`src/rtl/macc_div_pkg.sv`:
```
// Shared types and default widths for the MACC-path restoring divider.
package macc_div_pkg;
  localparam int DEF_DW = 48;
  localparam int DEF_VW = 18;
  localparam int CW     = $clog2(DEF_DW);

  typedef enum logic [1:0] {
    IDLE = 2'd0,
    CALC = 2'd1,
    DONE = 2'd2
  } state_t;
endpackage

```
`src/rtl/macc_divider_div_step.sv`:
```
// One radix-2 restoring step: shift in a dividend bit, trial-subtract the divisor.
module div_step #(
  parameter int VW = 18
) (
  input  logic [VW:0]   r_i,
  input  logic          bit_i,
  input  logic [VW-1:0] divisor_i,
  output logic [VW:0]   r_o,
  output logic          q_o
);
  logic [VW:0] shifted;
  logic [VW:0] dvs_ext;

  // The partial remainder is always below the divisor, so its top bit is dropped on the shift.
  assign shifted = {r_i[VW-1:0], bit_i};
  assign dvs_ext = {1'b0, divisor_i};

  always_comb begin
    r_o = shifted;
    q_o = 1'b0;
    if (shifted >= dvs_ext) begin
      r_o = shifted - dvs_ext;
      q_o = 1'b1;
    end
  end
endmodule

```
`src/rtl/macc_divider.sv`:
```
// Iterative restoring divider, one quotient bit per clock, valid/ready on both sides.
// Handshake: a transfer happens on a rising edge where valid and ready are both high;
// the producer holds data stable while valid is high, and ready never depends on valid.
module macc_divider
  import macc_div_pkg::*;
#(
  parameter int DW = DEF_DW,
  parameter int VW = DEF_VW
) (
  input  logic          clk,
  input  logic          rst,
  input  logic          in_valid,
  output logic          in_ready,
  input  logic [DW-1:0] dividend,
  input  logic [VW-1:0] divisor,
  output logic          out_valid,
  input  logic          out_ready,
  output logic [DW-1:0] quotient,
  output logic [VW-1:0] remainder,
  output logic          div_zero,
  output state_t        dbg_state
);
  localparam int CNT_W = $clog2(DW);

  state_t           state_q;
  logic [CNT_W-1:0] cnt_q;
  logic [DW-1:0]    sr_q;
  logic [VW-1:0]    dvs_q;
  logic [VW:0]      rem_q;
  logic             dz_q;
  logic             in_ready_q;
  logic             out_valid_q;

  logic [VW:0]      rem_d;
  logic             q_bit;

  div_step #(.VW(VW)) u_step (
    .r_i       (rem_q),
    .bit_i     (sr_q[DW-1]),
    .divisor_i (dvs_q),
    .r_o       (rem_d),
    .q_o       (q_bit)
  );

  always_ff @(posedge clk or negedge rst) begin
    if (!rst) begin
      state_q     <= IDLE;
      cnt_q       <= '0;
      sr_q        <= '0;
      dvs_q       <= '0;
      rem_q       <= '0;
      dz_q        <= 1'b0;
      in_ready_q  <= 1'b0;
      out_valid_q <= 1'b0;
    end else begin
      case (state_q)
        IDLE: begin
          // in_ready rises one edge after reset release; acceptance needs it already high.
          in_ready_q <= 1'b1;
          if (in_valid && in_ready_q) begin
            in_ready_q <= 1'b0;
            dvs_q      <= divisor;
            if (divisor == '0) begin
              sr_q        <= '1;
              rem_q       <= {1'b0, dividend[VW-1:0]};
              dz_q        <= 1'b1;
              out_valid_q <= 1'b1;
              state_q     <= DONE;
            end else begin
              sr_q    <= dividend;
              rem_q   <= '0;
              dz_q    <= 1'b0;
              cnt_q   <= CNT_W'(DW - 1);
              state_q <= CALC;
            end
          end
        end
        CALC: begin
          // Dividend bits leave at the top while quotient bits enter at the bottom.
          sr_q  <= {sr_q[DW-2:0], q_bit};
          rem_q <= rem_d;
          if (cnt_q == '0) begin
            out_valid_q <= 1'b1;
            state_q     <= DONE;
          end else begin
            cnt_q <= cnt_q - CNT_W'(1);
          end
        end
        DONE: begin
          if (out_ready) begin
            out_valid_q <= 1'b0;
            in_ready_q  <= 1'b1;
            state_q     <= IDLE;
          end
        end
        default: state_q <= IDLE;
      endcase
    end
  end

  assign in_ready  = in_ready_q;
  assign out_valid = out_valid_q;
  assign quotient  = sr_q;
  assign remainder = rem_q[VW-1:0];
  assign div_zero  = dz_q;
  assign dbg_state = state_q;
endmodule

```
`config.mk`:
```
export PLATFORM = sky130hd
export DESIGN_NAME = macc_divider
export DESIGN_NICKNAME = d
export VERILOG_FILES = /design/src/rtl/macc_div_pkg.sv /design/src/rtl/macc_divider_div_step.sv /design/src/rtl/macc_divider.sv
export SDC_FILE = /design/constraint.sdc
export NUM_CORES = 1
export LEC_CHECK = 0
export BUFFER_PORTS_ARGS = -buffer_cell sky130_fd_sc_hd__buf_2
export CAP_MARGIN = 10
export CORE_MARGIN = 2
export CORE_UTILIZATION = 58
export DETAILED_ROUTE_END_ITERATION = 8
export PLACE_DENSITY = 0.86
export SLEW_MARGIN = 20
export SYNTH_ARGS = -nofsm -noshare
export SYNTH_HDL_FRONTEND = slang
export SYNTH_SLANG_ARGS = --single-unit
```
`constraint.sdc`:
```
create_clock -name clk -period 4.5 [get_ports clk]
set_input_delay 0 -clock clk [delete_from_list [all_inputs] [get_ports clk]]
set_output_delay 0 -clock clk [all_outputs]
set_load 0.005 [all_outputs]
```
==> results.sh <==
export IMPL_cp_startpoint="rem_q[8]"
export IMPL_cts_max_path_buffers=2
export IMPL_clk_latency_ps=370
export IMPL_track_usage=0.318
export IMPL_synth_top_cell_area_share=0.420
export IMPL_use_met2=0.524
export IMPL_rsz0062_at_grt="no"
export IMPL_ant_nets=0
export IMPL_met3_usage=0.0597
export IMPL_grt_start_max_net_pins=59
export IMPL_synth_area_um2=5660
export IMPL_ir_worst_vdd_uv=421
export IMPL_initialDrtViolationCount=375
export IMPL_setup_viol=0
export IMPL_io_pin_count=141
export IMPL_worstMarginPinSlew_ps=932
export IMPL_antenna_found_initial=0
export IMPL_ys_warn_count=0
export IMPL_synth_cell_types=63
export IMPL_max_cap_viol_count=0
export IMPL_r2r_start="rem_q[8]"
export IMPL_period_share=0.717
export IMPL_placed_cells=873
export IMPL_grtUsageMet1=0.418
export IMPL_stdcell_area_um2=6910
export IMPL_final_util=0.717
export IMPL_synth_area_leaders="dfrtp_1 (42%), o21ai_0 (9.5%), or3_1 (5.7%)"
export IMPL_n_antenna_cell=0
export IMPL_instances_no_fill=923
export IMPL_grt_pass1_wl_mm=26.1
export IMPL_cp_arrival_ps=3530
export IMPL_whs_ps=9.15
export IMPL_skew_ps=8.48
export IMPL_crit_type="flop to flop"
export IMPL_critical_path_slowest_cell="and3_1"
export IMPL_clock_fmax_ghz=0.310
export IMPL_drc_errors=0
export IMPL_cp_start_kind="flop"
export IMPL_slew_headroom=0.379
export IMPL_avgSynthCellArea_um2=8.90
export IMPL_area_growth_pct=22.1
export IMPL_synth_seq_area_share=0.420
export IMPL_start_util=0.587
export IMPL_wl_per_cell_um=17.7
export IMPL_cts_tree="built"
export IMPL_h_tree_depth=3
export IMPL_synth_common_cells="o21ai_0 (107), dfrtp_1 (95), nand2_1 (72)"
export IMPL_core_area_um2=9640
export IMPL_async_reset_ff_frac=1.00
export IMPL_hold_viol=0
export IMPL_status="completed"
export IMPL_slowest_delay_ps=750
export IMPL_fin_nets=881
export IMPL_total_power_mw=5.51
export IMPL_routed_via_density=6.08
export IMPL_final_layout_size_suffix_gt1_frac=0.247
export IMPL_rrSetupSlack_ps=1270
export IMPL_post_route_min_period_ps=3230
export IMPL_synth_cells=636
export IMPL_nFillCells=784
export IMPL_grt_pass1_vias=5380
export IMPL_hp_class="input pin to flop"
export IMPL_cts_inserted_buffers=9
export IMPL_synth_top_area_cell="dfrtp_1"
export IMPL_critPathRequiredTime_ps=4800
export IMPL_dieArea_um2=10600
export IMPL_place_area_um2=6370
export IMPL_post_place_ws_ps=1330
export IMPL_setup_ws_ps=1270
export IMPL_finalSetupTns_ps=0
export IMPL_path_common_cell="and3_1"
export IMPL_yosysMostFrequentCell="o21ai_0"
export IMPL_clk_pin_slew_ps=90
export IMPL_dr_pass1_iters=6
export IMPL_p_per_area_nw_per_um2=797
export IMPL_rows=36
export IMPL_synth_edff_count=0
export IMPL_ys_ff_latch=95
export IMPL_root_buffer="clkbuf_8"
export IMPL_grt_remaining_overflow=0
export IMPL_wl_mm=16.3
export IMPL_cp_top_family="simple AND/OR/NAND/NOR gates"
export IMPL_p_leak_nw=3.31
export IMPL_crit_fanout=19
export IMPL_path_buf_inv=0
export IMPL_slew_violations=0
export IMPL_min_from="dividend[9]"
export IMPL_hpwlAfterDp_mm=11.2
export IMPL_chipHeight_um=103
export IMPL_gp_congestion=0.932
export IMPL_cts_sinks=95
export IMPL_setup_worst_path_end_class="flop"
export IMPL_synth_nets=730
export IMPL_synth_ff_type="dfrtp_1"
export IMPL_die_x_um=103
export IMPL_vias=5610
export IMPL_portBuffers=140
export IMPL_cp_cell_sequence="ha_1, and3_1, a221o_1, or3_4, o21ai_2, and3_1, a222oi_1, a21oi_1"
export IMPL_busiest_layer="met2"
==> layout make-up <==
class	count	area, um^2	share of cell area
Timing Repair Buffer	185	1130	0.164
Clock inverter	4	48.8	0.00706
Multi-Input combinational cell	470	2960	0.429
Tap cell	133	166	0.0241
Clock buffer	10	128	0.0185
Sequential cell	95	2380	0.344
Inverter	26	97.6	0.0141
==> layout by cell type, fill, tap and decap left out, types with 6 or more instances in the layout <==
master	instances
nand2_1	72
xnor2_1	9
o21ai_0	106
nand3_1	11
a21o_1	7
mux2_2	20
buf_2	139
inv_1	25
nor2_1	33
xor2_1	6
dlygate4sd3_1	36
a31oi_1	8
a21oi_1	30
and3_1	7
buf_4	10
dfrtp_1	95
ha_1	23
clkbuf_8	9
a221oi_1	12
or3_1	52
==> registers in the layout (all words and copies together) (netlist names) <==
register and cells:
cnt_q 6, dbg_state 2, div_zero 1, dvs_q 18, in_ready 1, out_valid 1
quotient 48, rem_q 18
==> worst paths after layout <==
path / endpoint / cells past startpoint
max: rem_q[13] / 8
min in group asynchronous: dbg_state[0] / 2
min: rem_q[9] / 3
min reg2reg: quotient[24] / 2
max reg2reg: rem_q[13] / 8
max in group asynchronous: quotient[11] / 3
==> layer usage <==
layer / vias to the layer above / routed length [um]
met3: 45 / 1170
met5: - / 0
met1: 2693 / 6690
met2: 285 / 7950
li1: 2587 / -
met4: 0 / 507
==> where the power goes <==
| group | internal [mW] | switching, mW |
|---|---|---|
| Clock | 0.251 | 0.302 |
| Sequential | 1.28 | 0.346 |
| Combinational | 1.40 | 1.93 |
==> tightest hold or removal path, cell delays in order <==
cell	delay, ps
buf_2	110
a221oi_1	80
a21oi_1	150
==> repair_timing <==
action                                 CTS  global route
resized for setup                        0             0
endpoints found under the hold margin   72             0
hold buffers                            36             0
buffers inserted                         0             0
==> cell families after synthesis <==
group           synth area share
flops                      0.420
xor+xnor                  0.0232
compound gates             0.213
fa+ha+maj                 0.0544
buf+inv                   0.0577
simple gates               0.188
mux                       0.0433
Power figures use the tool's default switching activity.
